[config.mk]
export PLATFORM = sky130hd
export DESIGN_NAME = hwpe_job_ctrl_slave
export DESIGN_NICKNAME = d
export VERILOG_FILES = /design/src/rtl/hwpe_job_ctrl_slave.sv
export SDC_FILE = /design/constraint.sdc
export NUM_CORES = 2
export LEC_CHECK = 0
export ABC_AREA = 1
export CAP_MARGIN = 20
export CORE_AREA = 2 2 341 343
export DETAILED_ROUTE_END_ITERATION = 6
export DIE_AREA = 0 0 343 345
export GPL_ROUTABILITY_DRIVEN = 0
export SLEW_MARGIN = 25
export SYNTH_ARGS = -nofsm -noshare
export SYNTH_HDL_FRONTEND = slang
export SYNTH_SLANG_ARGS = --single-unit
[constraint.sdc]
create_clock -name clk_i -period 4.1 [get_ports clk_i]
set_clock_uncertainty 0.2 [all_clocks]
set_input_delay 0.615 -clock clk_i [delete_from_list [all_inputs] [get_ports clk_i]]
set_output_delay 0.615 -clock clk_i [all_outputs]
set_load 0.01 [all_outputs]
[src/rtl/hwpe_job_ctrl_slave.sv]
`default_nettype none
// ============================================================================
//  Module      : hwpe_job_ctrl_slave
//  Description : TCDM-style peripheral responder for the HWPE control path.
//                Two double-buffered job contexts (acquire / program / trigger),
//                in-order dispatch to the engine, and per-core completion events.
//  Revision    : 1.0 - initial release
// ============================================================================
module hwpe_job_ctrl_slave #(
    parameter int NrCores     = 8,
    parameter int NumJobRegs  = 8,
    parameter int CoreIdWidth = 3
) (
    input  logic                         clk_i,
    input  logic                         rst_ni,
    input  logic                         q_valid_i,
    output logic                         q_ready_o,
    input  logic [31:0]                  q_addr_i,
    input  logic                         q_write_i,
    input  logic [31:0]                  q_data_i,
    input  logic [3:0]                   q_strb_i,
    input  logic [CoreIdWidth-1:0]       q_user_i,
    output logic                         p_valid_o,
    output logic [31:0]                  p_data_o,
    output logic                         job_start_o,
    output logic [32*NumJobRegs-1:0]     job_regs_o,
    input  logic                         job_busy_i,
    input  logic                         job_done_i,
    output logic [NrCores-1:0]           evt_o
);

    localparam int         RegIdxW  = (NumJobRegs > 1) ? $clog2(NumJobRegs) : 1;
    localparam logic [4:0] NUM_REGS = 5'(NumJobRegs);

    // Word offsets (byte address bits [7:2]) of the control registers
    localparam logic [5:0] W_TRIGGER  = 6'h00;
    localparam logic [5:0] W_ACQUIRE  = 6'h01;
    localparam logic [5:0] W_FINISHED = 6'h02;
    localparam logic [5:0] W_STATUS   = 6'h03;
    localparam logic [5:0] W_RUNNING  = 6'h04;
    localparam logic [5:0] W_CLEAR    = 6'h05;

    typedef enum logic [1:0] {
        SLOT_FREE   = 2'd0,
        SLOT_ACQ    = 2'd1,
        SLOT_QUEUED = 2'd2,
        SLOT_RUN    = 2'd3
    } slot_e;

    typedef logic [NumJobRegs-1:0][31:0] ctx_t;

    // Per-slot context
    slot_e                  st_q    [2];
    slot_e                  st_d    [2];
    logic [CoreIdWidth-1:0] owner_q [2];
    logic [CoreIdWidth-1:0] owner_d [2];
    logic [7:0]             jid_q   [2];
    logic [7:0]             jid_d   [2];
    ctx_t                   regs_q  [2];
    ctx_t                   regs_d  [2];

    // Global state; older_q names the earlier-triggered slot when both are queued
    logic               older_q,  older_d;
    logic [7:0]         jcnt_q,   jcnt_d;
    logic [31:0]        fin_q,    fin_d;
    ctx_t               jregs_q,  jregs_d;
    logic               start_q,  start_d;
    logic               pvalid_q, pvalid_d;
    logic [31:0]        pdata_q,  pdata_d;
    logic [NrCores-1:0] evt_q,    evt_d;
    logic               clr_q,    clr_d;

    // Request decode
    logic               w_req;
    logic [5:0]         w_word;
    logic               w_in_win;
    logic [RegIdxW-1:0] w_ridx;
    logic               w_unused_addr;

    assign w_req         = q_valid_i & q_ready_o;
    assign w_word        = q_addr_i[7:2];
    assign w_in_win      = (w_word[5:4] == 2'b01) && ({1'b0, w_word[3:0]} < NUM_REGS);
    assign w_ridx        = w_word[RegIdxW-1:0];
    assign w_unused_addr = ^{q_addr_i[31:8], q_addr_i[1:0]};

    // Per-slot status flags
    logic [1:0] w_own;
    logic [1:0] w_free;
    logic [1:0] w_run;
    logic [1:0] w_queued;

    for (genvar s = 0; s < 2; s++) begin : g_slot
        assign w_own[s]    = (st_q[s] == SLOT_ACQ) && (owner_q[s] == q_user_i);
        assign w_free[s]   = (st_q[s] == SLOT_FREE);
        assign w_run[s]    = (st_q[s] == SLOT_RUN);
        assign w_queued[s] = (st_q[s] == SLOT_QUEUED);
    end

    // Lowest-index selection; at most one slot can ever be running
    logic       w_own_idx;
    logic       w_free_idx;
    logic       w_run_idx;
    logic [1:0] w_nq;

    assign w_own_idx  = ~w_own[0];
    assign w_free_idx = ~w_free[0];
    assign w_run_idx  = w_run[1];
    assign w_nq       = {1'b0, w_queued[0]} + {1'b0, w_queued[1]};

    // Read data mux, evaluated on the pre-update state
    logic [31:0] w_rdata;

    always_comb begin
        w_rdata = '0;
        case (w_word)
            W_ACQUIRE:  w_rdata = (|w_free) ? {24'd0, jcnt_q} : 32'hFFFF_FFFF;
            W_FINISHED: w_rdata = fin_q;
            W_STATUS:   w_rdata = {29'd0, w_nq, job_busy_i | (|w_run)};
            W_RUNNING:  w_rdata = (|w_run) ? {24'd0, jid_q[w_run_idx]} : 32'hFFFF_FFFF;
            default: begin
                if (w_in_win && (|w_own)) begin
                    w_rdata = regs_q[w_own_idx][w_ridx];
                end
            end
        endcase
    end

    // Next-state: request side effects, completion, dispatch, then soft clear on top
    logic w_q0;
    logic w_q1;
    logic w_any_run;
    logic w_pick;

    always_comb begin
        for (int s = 0; s < 2; s++) begin
            st_d[s]    = st_q[s];
            owner_d[s] = owner_q[s];
            jid_d[s]   = jid_q[s];
            regs_d[s]  = regs_q[s];
        end
        older_d   = older_q;
        jcnt_d    = jcnt_q;
        fin_d     = fin_q;
        jregs_d   = jregs_q;
        start_d   = 1'b0;
        pvalid_d  = w_req;
        pdata_d   = '0;
        evt_d     = '0;
        clr_d     = 1'b0;
        w_q0      = 1'b0;
        w_q1      = 1'b0;
        w_any_run = 1'b0;
        w_pick    = 1'b0;

        if (w_req && !q_write_i) begin
            pdata_d = w_rdata;
        end

        if (w_req) begin
            if (!q_write_i && (w_word == W_ACQUIRE) && (|w_free)) begin
                st_d[w_free_idx]    = SLOT_ACQ;
                owner_d[w_free_idx] = q_user_i;
                jid_d[w_free_idx]   = jcnt_q;
                jcnt_d              = jcnt_q + 8'd1;
            end
            if (q_write_i && (w_word == W_TRIGGER) && (|w_own)) begin
                st_d[w_own_idx] = SLOT_QUEUED;
                if (st_q[~w_own_idx] == SLOT_QUEUED) begin
                    older_d = ~w_own_idx;
                end
            end
            if (q_write_i && w_in_win && (|w_own)) begin
                for (int b = 0; b < 4; b++) begin
                    if (q_strb_i[b]) begin
                        regs_d[w_own_idx][w_ridx][8*b +: 8] = q_data_i[8*b +: 8];
                    end
                end
            end
        end

        if (job_done_i && (|w_run)) begin
            st_d[w_run_idx] = SLOT_FREE;
            if (fin_q != 32'hFFFF_FFFF) begin
                fin_d = fin_q + 32'd1;
            end
            evt_d = NrCores'(1) << owner_q[w_run_idx];
        end

        // Dispatch looks at the post-done state so a freed engine restarts at once
        w_q0      = (st_d[0] == SLOT_QUEUED);
        w_q1      = (st_d[1] == SLOT_QUEUED);
        w_any_run = (st_d[0] == SLOT_RUN) || (st_d[1] == SLOT_RUN);
        w_pick    = (w_q0 && w_q1) ? older_d : ~w_q0;
        if (!w_any_run && !job_busy_i && (w_q0 || w_q1)) begin
            st_d[w_pick] = SLOT_RUN;
            jregs_d      = regs_q[w_pick];
            start_d      = 1'b1;
        end

        if (w_req && q_write_i && (w_word == W_CLEAR)) begin
            for (int s = 0; s < 2; s++) begin
                st_d[s]    = SLOT_FREE;
                owner_d[s] = '0;
                jid_d[s]   = '0;
                regs_d[s]  = '0;
            end
            older_d = 1'b0;
            jcnt_d  = '0;
            fin_d   = '0;
            jregs_d = '0;
            start_d = 1'b0;
            evt_d   = '0;
            clr_d   = 1'b1;
        end
    end

    // State registers
    always_ff @(posedge clk_i or negedge rst_ni) begin
        if (!rst_ni) begin
            for (int s = 0; s < 2; s++) begin
                st_q[s]    <= SLOT_FREE;
                owner_q[s] <= '0;
                jid_q[s]   <= '0;
                regs_q[s]  <= '0;
            end
            older_q  <= 1'b0;
            jcnt_q   <= '0;
            fin_q    <= '0;
            jregs_q  <= '0;
            start_q  <= 1'b0;
            pvalid_q <= 1'b0;
            pdata_q  <= '0;
            evt_q    <= '0;
            clr_q    <= 1'b0;
        end else begin
            for (int s = 0; s < 2; s++) begin
                st_q[s]    <= st_d[s];
                owner_q[s] <= owner_d[s];
                jid_q[s]   <= jid_d[s];
                regs_q[s]  <= regs_d[s];
            end
            older_q  <= older_d;
            jcnt_q   <= jcnt_d;
            fin_q    <= fin_d;
            jregs_q  <= jregs_d;
            start_q  <= start_d;
            pvalid_q <= pvalid_d;
            pdata_q  <= pdata_d;
            evt_q    <= evt_d;
            clr_q    <= clr_d;
        end
    end

    assign q_ready_o   = ~clr_q;
    assign p_valid_o   = pvalid_q;
    assign p_data_o    = pdata_q;
    assign job_start_o = start_q;
    assign job_regs_o  = jregs_q;
    assign evt_o       = evt_q;

endmodule
`default_nettype wire

## Word level (Yosys, flattened, before mapping)

Index checks and enable logic that the tools add are counted.

- Flip-flop bits (word level): 878
- Input port bits: 77
- Output and inout bits: 299
- Word-level logic and storage cells: 236

- Add/subtract/negate cells: 3
- Magnitude comparators: 12
- Equality and inequality tests: 20
- Shift operators: 1
- Mux-type cells: 100
- Bitwise operators: 20
- Reductions and logical operators: 42

Operators by type and width:

| operator | number |
|---|---|
| 2-to-1 mux 512 bit | 13 |
| 2-to-1 mux 256 bit | 12 |
| bitwise mux 512 bit | 4 |
| demux 256 bit (select 1 bit) | 4 |
| demux 32 bit (select 3 bit) | 4 |
| 2-to-1 mux 32 bit | 9 |
| one-hot mux 32 bit (4 select lines) | 1 |
| binary-select mux 32 bit (select 3 bit) | 1 |
| 2-to-1 mux 8 bit | 10 |
| 2-to-1 mux 16 bit | 4 |
| adder 32 x 1 -> 32 bit, second input constant | 1 |
| inequality test 32 bit, second input constant | 1 |
| 2-to-1 mux 4 bit | 7 |
| 2-to-1 mux 24 bit | 1 |
| logical AND 1 bit | 22 |
| equality test 2 bit, second input constant | 9 |
| 2-to-1 mux 6 bit | 3 |
| bitwise mux 16 bit | 1 |
| 2-to-1 mux 2 bit | 7 |
| equality test 6 x 2 -> 1 bit, second input constant | 2 |
| equality test 6 x 3 -> 1 bit, second input constant | 2 |
| 2-to-1 mux 3 bit | 4 |
| nonzero test 2 bit | 6 |
| greater-or-equal comparator 2 bit, second input constant | 5 |
| other kinds (31) | 65 |

## Depth between registers and ports, before layout

- Depth in word-level cells: 27
- Mapped depth: 17
- Mapped depth without buffers: 14

## Worst setup path before layout

OpenSTA, ideal clock, no wires.

- Path kind: in2reg
- From: input port q_addr_i[3]
- To: register jregs_q (netlist bit job_regs_o[11])
- Setup time: 0.118 ns
- Data arrival time: 2.266 ns
- Required time: 3.782 ns
- Path slack: 1.517 ns
- Cell stages on the path: 13
- Path buffers: 3
- Cells stage by stage: buf_4 > nor2_2 > nand2_1 > nor2_2 > nand4_1 > nand2_1 > nand3_1 > inv_2 > buf_2 > clkbuf_1 > nand3_1 > nand3_1 > nand2_1

- Word-level cells in the longest chain between the ends: 19
- Elaborated cells between the ends (all ways): 37
- Classes of those cells: 6 x eq/ne; 13 x mux; 5 x bitwise; 13 x reduce/logical

Ends and longest elaborated chain:

| item | RTL line | text |
|---|---|---|
| start: declaration | 18 | `input logic [31:0] q_addr_i,` |
| equality test 6 x 1 -> 1 bit | 160 | `if (!q_write_i && (w_word == W_ACQUIRE) && (\|w_free)) begin` |
| logical AND 1 bit (2 in series) | 160 |  |
| 2-to-1 mux 4 bit | 160 |  |
| 2-to-1 mux 4 bit | 159 | `if (w_req) begin` |
| bitwise AND 2 bit (no line) or OR 2 bit (tied branches) | -- |  |
| 2-to-1 mux 4 bit | 166 | `if (q_write_i && (w_word == W_TRIGGER) && (\|w_own)) begin` |
| 2-to-1 mux 4 bit | 159 |  |
| bitwise AND 4 bit (no line) | -- |  |
| 2-to-1 mux 4 bit | 181 | `if (job_done_i && (\|w_run)) begin` |
| equality test 2 bit, on equally long branches | 190, 191 |  |
| logical AND 1 bit or inverter 1 bit (tied branches) | 193 | `w_pick = (w_q0 && w_q1) ? older_d : ~w_q0;` |
| 2-to-1 mux 1 bit | 193 |  |
| inverter 1 -> 2 bit (implied by the code) | 196 | `jregs_d = regs_q[w_pick];` |
| 2-to-1 mux 256 bit (implied by the code) (3 in series) | 196 |  |
| 2-to-1 mux 256 bit | 194 | `if (!w_any_run && !job_busy_i && (w_q0 \|\| w_q1)) begin` |
| 2-to-1 mux 256 bit | 200 | `if (w_req && q_write_i && (w_word == W_CLEAR)) begin` |
| end signal: assignment | 245 | `jregs_q <= jregs_d;` |
| end: declaration | 66 | `ctx_t jregs_q, jregs_d;` |

Several ways; a longest one is shown, not always the timed one. The select of a mux whose other input is x is not followed.
A chain may end at the register's enable or synchronous reset.

## Worst setup path after layout

- From: input port q_user_i[0]
- To: register pdata_q[14] (netlist: p_data_o[14])

- Word-level cells in the longest chain between the ends: 12
- Elaborated cells between the ends (all ways): 16
- Classes of those cells: 2 x eq/ne; 8 x mux; 2 x bitwise; 4 x reduce/logical

Ends and longest elaborated chain:

| item | RTL line | text |
|---|---|---|
| start: declaration | 22 | `input logic [CoreIdWidth-1:0] q_user_i,` |
| equality test 3 bit | 93 | `assign w_own[s] = (st_q[s] == SLOT_ACQ) && (owner_q[s] == q_user_i);` |
| logical AND 1 bit | 93 |  |
| inverter 1 bit | 105 | `assign w_own_idx = ~w_own[0];` |
| inverter 1 -> 2 bit (implied by the code) | 122 | `w_rdata = regs_q[w_own_idx][w_ridx];` |
| 2-to-1 mux 256 bit (implied by the code) (3 in series) | 122 |  |
| binary-select mux 32 bit (select 3 bit) | 122 |  |
| 2-to-1 mux 32 bit (implied by the code) | 122 |  |
| 2-to-1 mux 32 bit (*) | 121 | `if (w_in_win && (\|w_own)) begin` |
| one-hot mux 32 bit (4 select lines) (*) | 115 | `case (w_word)` |
| 2-to-1 mux 32 bit (*) | 155 | `if (w_req && !q_write_i) begin` |
| net pdata_d[14] | 69 | `logic [31:0] pdata_q, pdata_d;` |
| end signal: assignment | 248 | `pdata_q <= pdata_d;` |
| end: declaration | 69 |  |

Mark *: on every way through the listed nets, which the timed path passes. The rest lies on a longest branch. The select of a mux whose other input is x is not followed.

==> reports/metrics.csv <==
stage,metric,value,unit
timing,setup_viol,0,
placed_design,placed_cells,8043,
clock_tree,post_cts_buffers,0,
yosys,yosys_warnings,0,
timing,rsz0062_at_grt,no,
floorplanning,ioPinCount,376,
placed_design,dpl_worst_slack,178,ps
timing,fin_tns_setup,0,ps
clock_tree,cts.htree.levels,3,
pwr,ir_worst_vdd,0.369,mV
clock_tree,cts_tree,yes,
timing,max-slew-margin-rel,38.0,%
floorplanning,dieArea,118000,sq um
timing,setup_slack,803,ps
drt,vias,44045,
yosys,synth_area,45600,sq um
yosys,synth-seq-cells,878,
run,maxCapViolations,0,
worst_setup_path,end_kind,flop,
yosys,ys.flop_type,dfrtp_1,
clock_tree,root_buffer,clkbuf_16,
cells_and_area,layout_commonest_cell,nand2_1,
global_route,grt_max_degree,100,
worst_setup_path,path_class,input pin to flop,
outcome,status,finished clean,
worst_setup_path,crit_fanout,75,
global_route,antenna_found_initial,7,
yosys,synth-edff-count,0,
timing,final-hold-violation-count,0,
clock_tree,cts.sinks,878,
global_route,track_usage,30.4,%
cells_and_area,layout_common_cells,"2354 x nand2_1, 878 x dfrtp_1, 648 x o21ai_0",
yosys,synth-seq-area-share,48.2,%
yosys,synthArstFlopShare,100,%
clock_tree,cts_buffers,102,
worst_setup_path,arrival,3710,ps
worst_setup_path,cp.required,4510,ps
pwr,p_leak,25.2,nW
drt,initialDrtViolationCount,6074,
worst_setup_path,worst_setup_path_start_kind,input pin,
hold_path,hp-class,flop to flop,
drt,drc_errors,0,
drt,drt_pass1_iterations,6,
drt,ant_nets,0,
timing,tightest_slew,930,ps
cells_and_area,syn_to_final_growth,21.6,%
timing,fmax,0.303,GHz
placed_design,dp_hpwl,123,mm
yosys,synth_cells,6321,
yosys,syn_nets,6401,
cells_and_area,layout-drive-gt1-share,7.55,%
cells_and_area,fin_nets,6704,
clock_tree,cts_resized,0,
floorplanning,die_w,343,um
floorplanning,core_area,115000,sq um
timing,period_share,80.4,%
cells_and_area,n_fill_cell,11463,
drt,drt_wl_total,182,mm
clock_tree,clock_latency,700,ps
pwr,power_density,545,nW/um^2
clock_tree,clock_path_buffers,3,
floorplanning,num_rows,125,
placed_design,portBuffers,349,
global_route,grt_pass1_wl,272,mm
yosys,yosysUniqueCellTypes,44,
floorplanning,die_h,345,um
timing,finalCriticalPeriod,3300,ps
global_route,grt_overflow,0,
clock_tree,postCtsHoldBufs,1,
floorplanning,initial_core_util,39.6,%
clock_tree,clk_pin_slew,60,ps
drt,wire_per_inst,22.2,um
cells_and_area,finalNonFillerCells,8227,
timing,drv_slew,0,
yosys,syn_avg_cell_area,7.21,sq um
drt,via_per_inst,5.35,
global_route,grt_pass1_vias,40795,
==> kinds of logic (layout without fill, tap and decap cells) <==
family                   after synthesis  after routing  share of synthesized area (%)
flip-flops                           878            878                           48.2
AO/OA/AOI/OAI                       1110           1110                           12.7
other                                  0              1                              0
adder cells (fa/ha/maj)                3              3                         0.0824
buffers and inverters               1038           1419                           9.21
AND/OR/NAND/NOR                     3276           3276                           29.5
XOR/XNOR                              16             16                          0.308
==> path summary, 6_finish.rpt <==
path | from | endpoint | slack, ps | cells past startpoint
setup / recovery | q_user_i[0] | p_data_o[14]$_DFF_PN0_ | 800 | 16
hold / removal | job_regs_o[5]$_DFFE_PN0P_ | job_regs_o[5]$_DFFE_PN0P_ | 280 | 2
setup reg to reg | owner_q[5]$_DFFE_PN0P_ | p_data_o[14]$_DFF_PN0_ | 850 | 15
hold reg to reg | job_regs_o[5]$_DFFE_PN0P_ | job_regs_o[5]$_DFFE_PN0P_ | 280 | 2
max in group asynchronous | rst_ni | regs_q[10]$_DFFE_PN0P_ | 2160 | 4
min in group asynchronous | rst_ni | job_regs_o[208]$_DFFE_PN0P_ | 380 | 2
==> registers in the layout (all words and copies together) (netlist names) <==
name,count
p_valid_o,1
evt_o,8
owner_q,6
older_q,1
p_data_o,32
regs_q,512
st_q,4
jcnt_q,8
jid_q,16
fin_q,32
clr_q,1
job_start_o,1
job_regs_o,256
==> worst max-delay path, cell delays in order <==
cell and delay [ps]:
clkdlybuf4s50_1 540, inv_2 50, nor2_1 80, nor2_1 50
buf_4 150, nand2_8 130, buf_12 320, buf_12 310
a21oi_1 110, o21ai_0 160, nand2_1 230, nand2_1 120
nand2_1 220, nand2_1 150, nand2_1 150, a21oi_1 170
==> through the flow <==
step	hold WS [ps]	utilization [%]	total power, W	instance area (sq um)
6_report	278	48.1	0.0302	55400
2_1_floorplan	119	-	0.0153	45600
3_3_place_gp	264	45.0	0.0202	51800
3_5_place_dp	265	45.0	0.0202	51800
5_1_grt	297	48.1	0.0316	55400
4_1_cts	282	48.1	0.0303	55400
==> where the power goes <==
group | switching (W) | internal [W]
Sequential | 0.000896 | 0.00998
Combinational | 0.00543 | 0.00386
Clock | 0.00393 | 0.00607
Total | 0.0103 | 0.0199
==> cell usage after synthesis, types with 10 or more instances <==
| master | count | area, sq um |
|---|---|---|
| buf_4 | 32 | 240 |
| nand3_1 | 535 | 2680 |
| o21ai_0 | 648 | 3240 |
| nor2_2 | 19 | 119 |
| inv_1 | 607 | 2280 |
| o22ai_1 | 12 | 75.1 |
| inv_2 | 10 | 37.5 |
| dfrtp_1 | 878 | 22000 |
| clkbuf_1 | 220 | 826 |
| nor3_1 | 22 | 110 |
| nor2_1 | 245 | 920 |
| o211ai_1 | 41 | 308 |
| nand3b_1 | 55 | 413 |
| a21oi_1 | 200 | 1000 |
| o31ai_1 | 17 | 128 |
| buf_2 | 131 | 656 |
| nand4_1 | 20 | 125 |
| nand2_1 | 2354 | 8840 |
| xor2_1 | 12 | 105 |
| nand2_2 | 10 | 62.6 |
| o21ai_1 | 174 | 871 |
| buf_1 | 34 | 128 |
==> layer usage <==
metal  track usage [%]  vias up  routed length, um
li1                  -    20635                  -
met1              42.5    20846              76700
met2              43.0     2169              75900
met3              7.29      385              18300
met4              17.0       10              11600
met5                 0        -                 77
==> cell type report <==
type	instances	area [sq um]	area share (%)
sequential	878	22000	39.7
multi-input combinational	4405	19500	35.2
timing repair buffer	618	6080	11.0
clock buffer	134	2890	5.21
inverter	619	2340	4.22
tap	1524	1910	3.44
clock inverter	48	734	1.33
antenna	1	2.50	0.00452
(Power assumes the default switching activity.)
